--- src/rtl/mips_ctrl_pkg.sv ---
// Shared encodings for the multi-cycle MIPS controller: opcodes, FSM states and
// the datapath mux / ALU control codes that the datapath decodes identically.
package mips_ctrl_pkg;

  localparam logic [5:0] OP_R   = 6'd0;
  localparam logic [5:0] OP_J   = 6'd2;
  localparam logic [5:0] OP_JAL = 6'd3;
  localparam logic [5:0] OP_LW  = 6'd4;
  localparam logic [5:0] OP_SW  = 6'd5;
  localparam logic [5:0] OP_BEQ = 6'd6;

  typedef logic [3:0] state_t;

  localparam state_t S_START    = 4'd0;
  localparam state_t S_FETCH    = 4'd1;
  localparam state_t S_DECODE   = 4'd2;
  localparam state_t S_EXEC_R   = 4'd3;
  localparam state_t S_WB_R     = 4'd4;
  localparam state_t S_MEM_ADDR = 4'd5;
  localparam state_t S_MEM_RD   = 4'd6;
  localparam state_t S_WB_MEM   = 4'd7;
  localparam state_t S_MEM_WR   = 4'd8;
  localparam state_t S_BRANCH   = 4'd9;
  localparam state_t S_JUMP     = 4'd10;
  localparam state_t S_JAL      = 4'd11;
  localparam state_t S_TRAP     = 4'd12;

  localparam logic [1:0] PC_SRC_ALU    = 2'b00;
  localparam logic [1:0] PC_SRC_ALUOUT = 2'b01;
  localparam logic [1:0] PC_SRC_JUMP   = 2'b10;

  localparam logic [1:0] ALU_B_RT      = 2'b00;
  localparam logic [1:0] ALU_B_FOUR    = 2'b01;
  localparam logic [1:0] ALU_B_IMM     = 2'b10;
  localparam logic [1:0] ALU_B_IMM_SH2 = 2'b11;

  localparam logic [1:0] ALU_OP_ADD   = 2'b00;
  localparam logic [1:0] ALU_OP_SUB   = 2'b01;
  localparam logic [1:0] ALU_OP_FUNCT = 2'b10;

endpackage

--- src/rtl/ctrl_retire_counter.sv ---
// Retired-instruction counter: async clear, +1 per enable, wraps modulo 2^CNT_W.
module ctrl_retire_counter #(
  parameter int CNT_W = 32
) (
  input  logic             clk,
  input  logic             reset,
  input  logic             inc,
  output logic [CNT_W-1:0] count
);

  logic [CNT_W-1:0] count_q;
  logic [CNT_W-1:0] count_d;

  always_comb begin
    count_d = count_q;
    if (inc) count_d = count_q + 1'b1;
  end

  always_ff @(posedge clk or posedge reset) begin
    if (reset) count_q <= '0;
    else       count_q <= count_d;
  end

  assign count = count_q;

endmodule

--- src/rtl/multicycle_ctrl.sv ---
// Moore sequencer for the multi-cycle MIPS datapath with a req/ready memory port.
//
// state    | meaning
// START    | post-reset idle, all outputs low
// FETCH    | read instruction at PC, PC <= PC + 4 on completion
// DECODE   | branch target into ALUOut, dispatch on opcode
// EXEC_R   | rs op rt via funct
// WB_R     | write ALUOut to rd
// MEM_ADDR | rs + imm into ALUOut
// MEM_RD   | load from ALUOut
// WB_MEM   | write MDR to rt
// MEM_WR   | store rt to ALUOut
// BRANCH   | compare rs/rt, take ALUOut on zero
// JUMP     | PC <= jump target
// JAL      | PC <= jump target, r31 <= PC
// TRAP     | unknown opcode, parked until reset
module multicycle_ctrl
  import mips_ctrl_pkg::*;
#(
  parameter int CNT_W = 32
) (
  input  logic             clk,
  input  logic             reset,
  input  logic [5:0]       opcode,
  input  logic             mem_ready,
  output logic             mem_req,
  output logic             mem_we,
  output logic             iord,
  output logic             ir_write,
  output logic             pc_write,
  output logic             pc_write_cond,
  output logic [1:0]       pc_src,
  output logic             alu_src_a,
  output logic [1:0]       alu_src_b,
  output logic [1:0]       alu_op,
  output logic             reg_dst,
  output logic             mem_to_reg,
  output logic             reg_write,
  output logic             jal,
  output logic             instr_done,
  output logic [CNT_W-1:0] instret,
  output logic             illegal
);

  state_t state_q;
  state_t state_d;

  always_ff @(posedge clk or posedge reset) begin
    if (reset) state_q <= S_START;
    else       state_q <= state_d;
  end

  always_comb begin
    state_d       = state_q;
    mem_req       = 1'b0;
    mem_we        = 1'b0;
    iord          = 1'b0;
    ir_write      = 1'b0;
    pc_write      = 1'b0;
    pc_write_cond = 1'b0;
    pc_src        = PC_SRC_ALU;
    alu_src_a     = 1'b0;
    alu_src_b     = ALU_B_RT;
    alu_op        = ALU_OP_ADD;
    reg_dst       = 1'b0;
    mem_to_reg    = 1'b0;
    reg_write     = 1'b0;
    jal           = 1'b0;
    instr_done    = 1'b0;
    illegal       = 1'b0;
    case (state_q)
      S_START: state_d = S_FETCH;
      S_FETCH: begin
        mem_req   = 1'b1;
        alu_src_b = ALU_B_FOUR;
        // IR and PC load only on the cycle the memory actually returns data
        ir_write  = mem_ready;
        pc_write  = mem_ready;
        if (mem_ready) state_d = S_DECODE;
      end
      S_DECODE: begin
        alu_src_b = ALU_B_IMM_SH2;
        case (opcode)
          OP_R:         state_d = S_EXEC_R;
          OP_LW, OP_SW: state_d = S_MEM_ADDR;
          OP_BEQ:       state_d = S_BRANCH;
          OP_J:         state_d = S_JUMP;
          OP_JAL:       state_d = S_JAL;
          default:      state_d = S_TRAP;
        endcase
      end
      S_EXEC_R: begin
        alu_src_a = 1'b1;
        alu_op    = ALU_OP_FUNCT;
        state_d   = S_WB_R;
      end
      S_WB_R: begin
        reg_dst    = 1'b1;
        reg_write  = 1'b1;
        instr_done = 1'b1;
        state_d    = S_FETCH;
      end
      S_MEM_ADDR: begin
        alu_src_a = 1'b1;
        alu_src_b = ALU_B_IMM;
        state_d   = (opcode == OP_LW) ? S_MEM_RD : S_MEM_WR;
      end
      S_MEM_RD: begin
        mem_req = 1'b1;
        iord    = 1'b1;
        if (mem_ready) state_d = S_WB_MEM;
      end
      S_WB_MEM: begin
        mem_to_reg = 1'b1;
        reg_write  = 1'b1;
        instr_done = 1'b1;
        state_d    = S_FETCH;
      end
      S_MEM_WR: begin
        mem_req    = 1'b1;
        mem_we     = 1'b1;
        iord       = 1'b1;
        instr_done = mem_ready;
        if (mem_ready) state_d = S_FETCH;
      end
      S_BRANCH: begin
        alu_src_a     = 1'b1;
        alu_op        = ALU_OP_SUB;
        pc_write_cond = 1'b1;
        pc_src        = PC_SRC_ALUOUT;
        instr_done    = 1'b1;
        state_d       = S_FETCH;
      end
      S_JUMP: begin
        pc_write   = 1'b1;
        pc_src     = PC_SRC_JUMP;
        instr_done = 1'b1;
        state_d    = S_FETCH;
      end
      S_JAL: begin
        pc_write   = 1'b1;
        pc_src     = PC_SRC_JUMP;
        reg_write  = 1'b1;
        jal        = 1'b1;
        instr_done = 1'b1;
        state_d    = S_FETCH;
      end
      S_TRAP: illegal = 1'b1;
      default: state_d = S_START;
    endcase
  end

  ctrl_retire_counter #(
    .CNT_W(CNT_W)
  ) u_retire (
    .clk  (clk),
    .reset(reset),
    .inc  (instr_done),
    .count(instret)
  );

endmodule

--- config.mk ---
export PLATFORM = sky130hd
export DESIGN_NAME = multicycle_ctrl
export DESIGN_NICKNAME = d
export VERILOG_FILES = /design/src/rtl/mips_ctrl_pkg.sv /design/src/rtl/ctrl_retire_counter.sv /design/src/rtl/multicycle_ctrl.sv
export SDC_FILE = /design/constraint.sdc
export NUM_CORES = 1
export LEC_CHECK = 0
export CORE_MARGIN = 1.5
export CORE_UTILIZATION = 47
export DETAILED_ROUTE_END_ITERATION = 10
export PLACE_DENSITY = 0.88
export SLEW_MARGIN = 20
export SYNTH_ARGS = -nofsm -noshare
export SYNTH_HDL_FRONTEND = slang
export SYNTH_SLANG_ARGS = --single-unit
--- constraint.sdc ---
create_clock -name clk -period 1.88 [get_ports clk]
set_input_delay 0.376 -clock clk [delete_from_list [all_inputs] [get_ports clk]]
set_output_delay 0.376 -clock clk [all_outputs]
set_load 0.005 [all_outputs]
==> run metrics <==
Layout Skew between 4 and 5 ps; # hold bufs at CTS 0; Final GP Congestion 0.856; pwr dens about 1100 nW/um^2; max frequency 0.512 GHz; worst-path cell chain buf_6 > nand2_2 > nor2_1 > or2_2 > dlygate4sd2_1; number of CTS-inserted buffers 5; DR pass1 iterations 4; clk sink count 36; fraction of synthesized area in multiplexers 0.561%; Residual DRC 0; commonest non-fill, non-tap cells in the layout 39 x clkdlybuf4s50_1, 33 x dfrtp_1, 29 x buf_4; Final Non-Filler Cells 352; Post-Synth XOR/XNOR Area 14.8%; Placed Cells about 330; WL final about 5900 um; Bufs and invs on worst path 2; Syn Std Cell Area around 2000 sq um; Fin Hold WS approximately 490 ps; CTS root buf clkbuf_8; maxcap violations 0; post-DP HPWL approximately 3800 um; Initial DRC Count 167; TritonCTS clock tree yes; minimum clock period around 2000 ps; Leak between 1 and 1.5 nW; Req. time, crit path ~1500 ps; first-pass GRT wire length between 9000 and 10,000 um; failing checks negative setup slack; Max clock buf depth 2; Setup CP Type flop to output port; worst slew pin tran 458 ps; post-synthesis sequential area ratio between 40% and 50%; Final Net Count about 310; layout cells sized above 1 about 33%; Simple-Gate Fraction of Synth Area between 20% and 30%; most common cell after layout, fill and taps aside clkdlybuf4s50_1; detailed-route vias per instance between 5 and 6; slowest cell on the critical path dfrtp_2; crit start category flop; CP max stage delay roughly 460 ps; Final Cycle Share 104%; pin count of the biggest net entering global routing 37; Clock Pin Slew Worst Setup and Hold Paths ~70 ps; RSZ-0062 raised after global routing yes; critical path arrival 1580 ps; GRT Total Usage a little over a quarter; Post-Synth Adder-Cell Area less than 1%; antenna violations before repair 0; Synthesized Nets 217; FP Rows 23; slew margin rel. between 60% and 70%; final setup vio count 9; outcome finished, violations left; Die Area ~4700 sq um; Antenna Nets Post-Route 0; Avg WL per Cell 16.8 um; Avg Cell Area, Syn ~9.7 sq um; synth unique cells 44; total grt overflow 0; peak supply drop roughly 0.77 mV; Boundary Pins 60; number of port buffers 59; via count 2,027; Final Max Tran Viols 0; clk_lat worst skew 290 ps; die width around 68 um; critical path capture point type output port; Layout area overhead 56.6%; Final Worst Setup Slack -74.1 ps; Yosys reg bits 36; HP Class flop to flop; diode count 0; CP top delay family flip-flops; CP Max Fanout 5; Synth Area in Compound Gates under 10%; H-tree depth 2; Ys Warns 0; Hold Fails Final Rpt 0; core area around 4100 sq um; synthesized netlist cell count approximately 210; largest family of logic cells by synthesized area simple AND/OR/NAND/NOR gates; Die Height 68.4 um; vias in the first global route 1,960; Initial Util between 40% and 50%; TNS Setup -278 ps
==> worst paths after layout <==
path	from	endpoint	slack (ps)	cells past startpoint
max in group asynchronous	reset	state_q[3]$_DFFE_PP0P_	1030	3
max	state_q[1]$_DFFE_PP0P_	pc_write	-70	5
max reg2reg	state_q[1]$_DFFE_PP0P_	u_retire.count[13]$_DFFE_PP0P_	-50	9
min reg2reg	u_retire.count[31]$_DFFE_PP0P_	u_retire.count[31]$_DFFE_PP0P_	490	1
min	u_retire.count[31]$_DFFE_PP0P_	u_retire.count[31]$_DFFE_PP0P_	490	1
min in group asynchronous	reset	u_retire.count[17]$_DFFE_PP0P_	510	3
==> power breakdown <==
group          total, mW  leakage [nW]  switching (mW)  internal, mW
clock              0.592        0.0503           0.266         0.326
sequential          1.02         0.486           0.142         0.873
combinational       1.98         0.901           0.931          1.05
total               3.59          1.44            1.34          2.25
==> area by class of cell <==
class,instances,area (sq um)
fillers,260,913
repair buffers,98,861
multi-input cells,157,1200
flip-flops and latches,36,905
clock buffers,7,96.3
inverters,4,15.0
well taps,50,62.6
==> Yosys cell counts, drive strengths merged <==
| cell | number | area (sq um) |
|---|---|---|
| ha | 1 | 12.5 |
| or4 | 1 | 7.51 |
| nor4 | 2 | 12.5 |
| a31oi | 2 | 12.5 |
| and2 | 3 | 18.8 |
| nand4 | 6 | 37.5 |
| o32ai | 1 | 8.76 |
| nor2b | 2 | 12.5 |
| nand3 | 17 | 85.1 |
| a211o | 1 | 8.76 |
| and3 | 10 | 63.8 |
| nand2 | 15 | 56.3 |
| a21boi | 1 | 7.51 |
| and2b | 1 | 7.51 |
| buf | 4 | 31.3 |
| clkbuf | 6 | 22.5 |
| and3b | 1 | 8.76 |
| dfrtp | 36 | 901 |
| nor3b | 2 | 31.3 |
| nor3 | 7 | 40.0 |
| mux2 | 1 | 11.3 |
| o31ai | 3 | 27.5 |
| a21oi | 6 | 30.0 |
| a21o | 1 | 7.51 |
| inv | 4 | 15.0 |
| and4 | 4 | 35.0 |
| nand2b | 8 | 50.1 |
| a221oi | 1 | 8.76 |
| xnor2 | 22 | 193 |
| nor2 | 15 | 56.3 |
| nand3b | 1 | 7.51 |
| or2 | 1 | 6.26 |
| xor2 | 11 | 104 |
| o21ai | 6 | 30.0 |
| o22ai | 3 | 32.5 |
| o21a | 1 | 7.51 |
==> what timing repair did <==
item,in CTS,in global routing
endpoints found under the setup margin,22,39
resized for setup,62,38
setup buffers,9,4
pin swaps,2,10
==> registers in the layout, indices dropped and copies added, names as in the netlist <==
name / flops
state_q: 4
u_retire.count: 32
==> layer usage <==
layer  track usage, %  wire, um
met5                0         0
met4             9.00       170
met3             5.59       348
met2             45.0      3000
met1             32.3      2390
==> cell families after synthesis <==
family | count (synthesis)
compound gates | 26
xor+xnor | 33
fa+ha+maj | 1
buf+inv | 14
flops | 36
mux | 1
simple gates | 96
==> stage by stage <==
stage	instance area [sq um]	worst slack [ps]	power [mW]	utilization (%)
detailed placement	2820	-293	2.55	69.4
CTS	3060	-128	3.35	75.4
floorplan	2010	262	1.75	-
global route	3140	-141	3.77	77.5
global placement	2820	-282	2.52	69.4
finish	3140	-74.1	3.59	77.5
No activity file was read; power rests on OpenSTA's default activity.
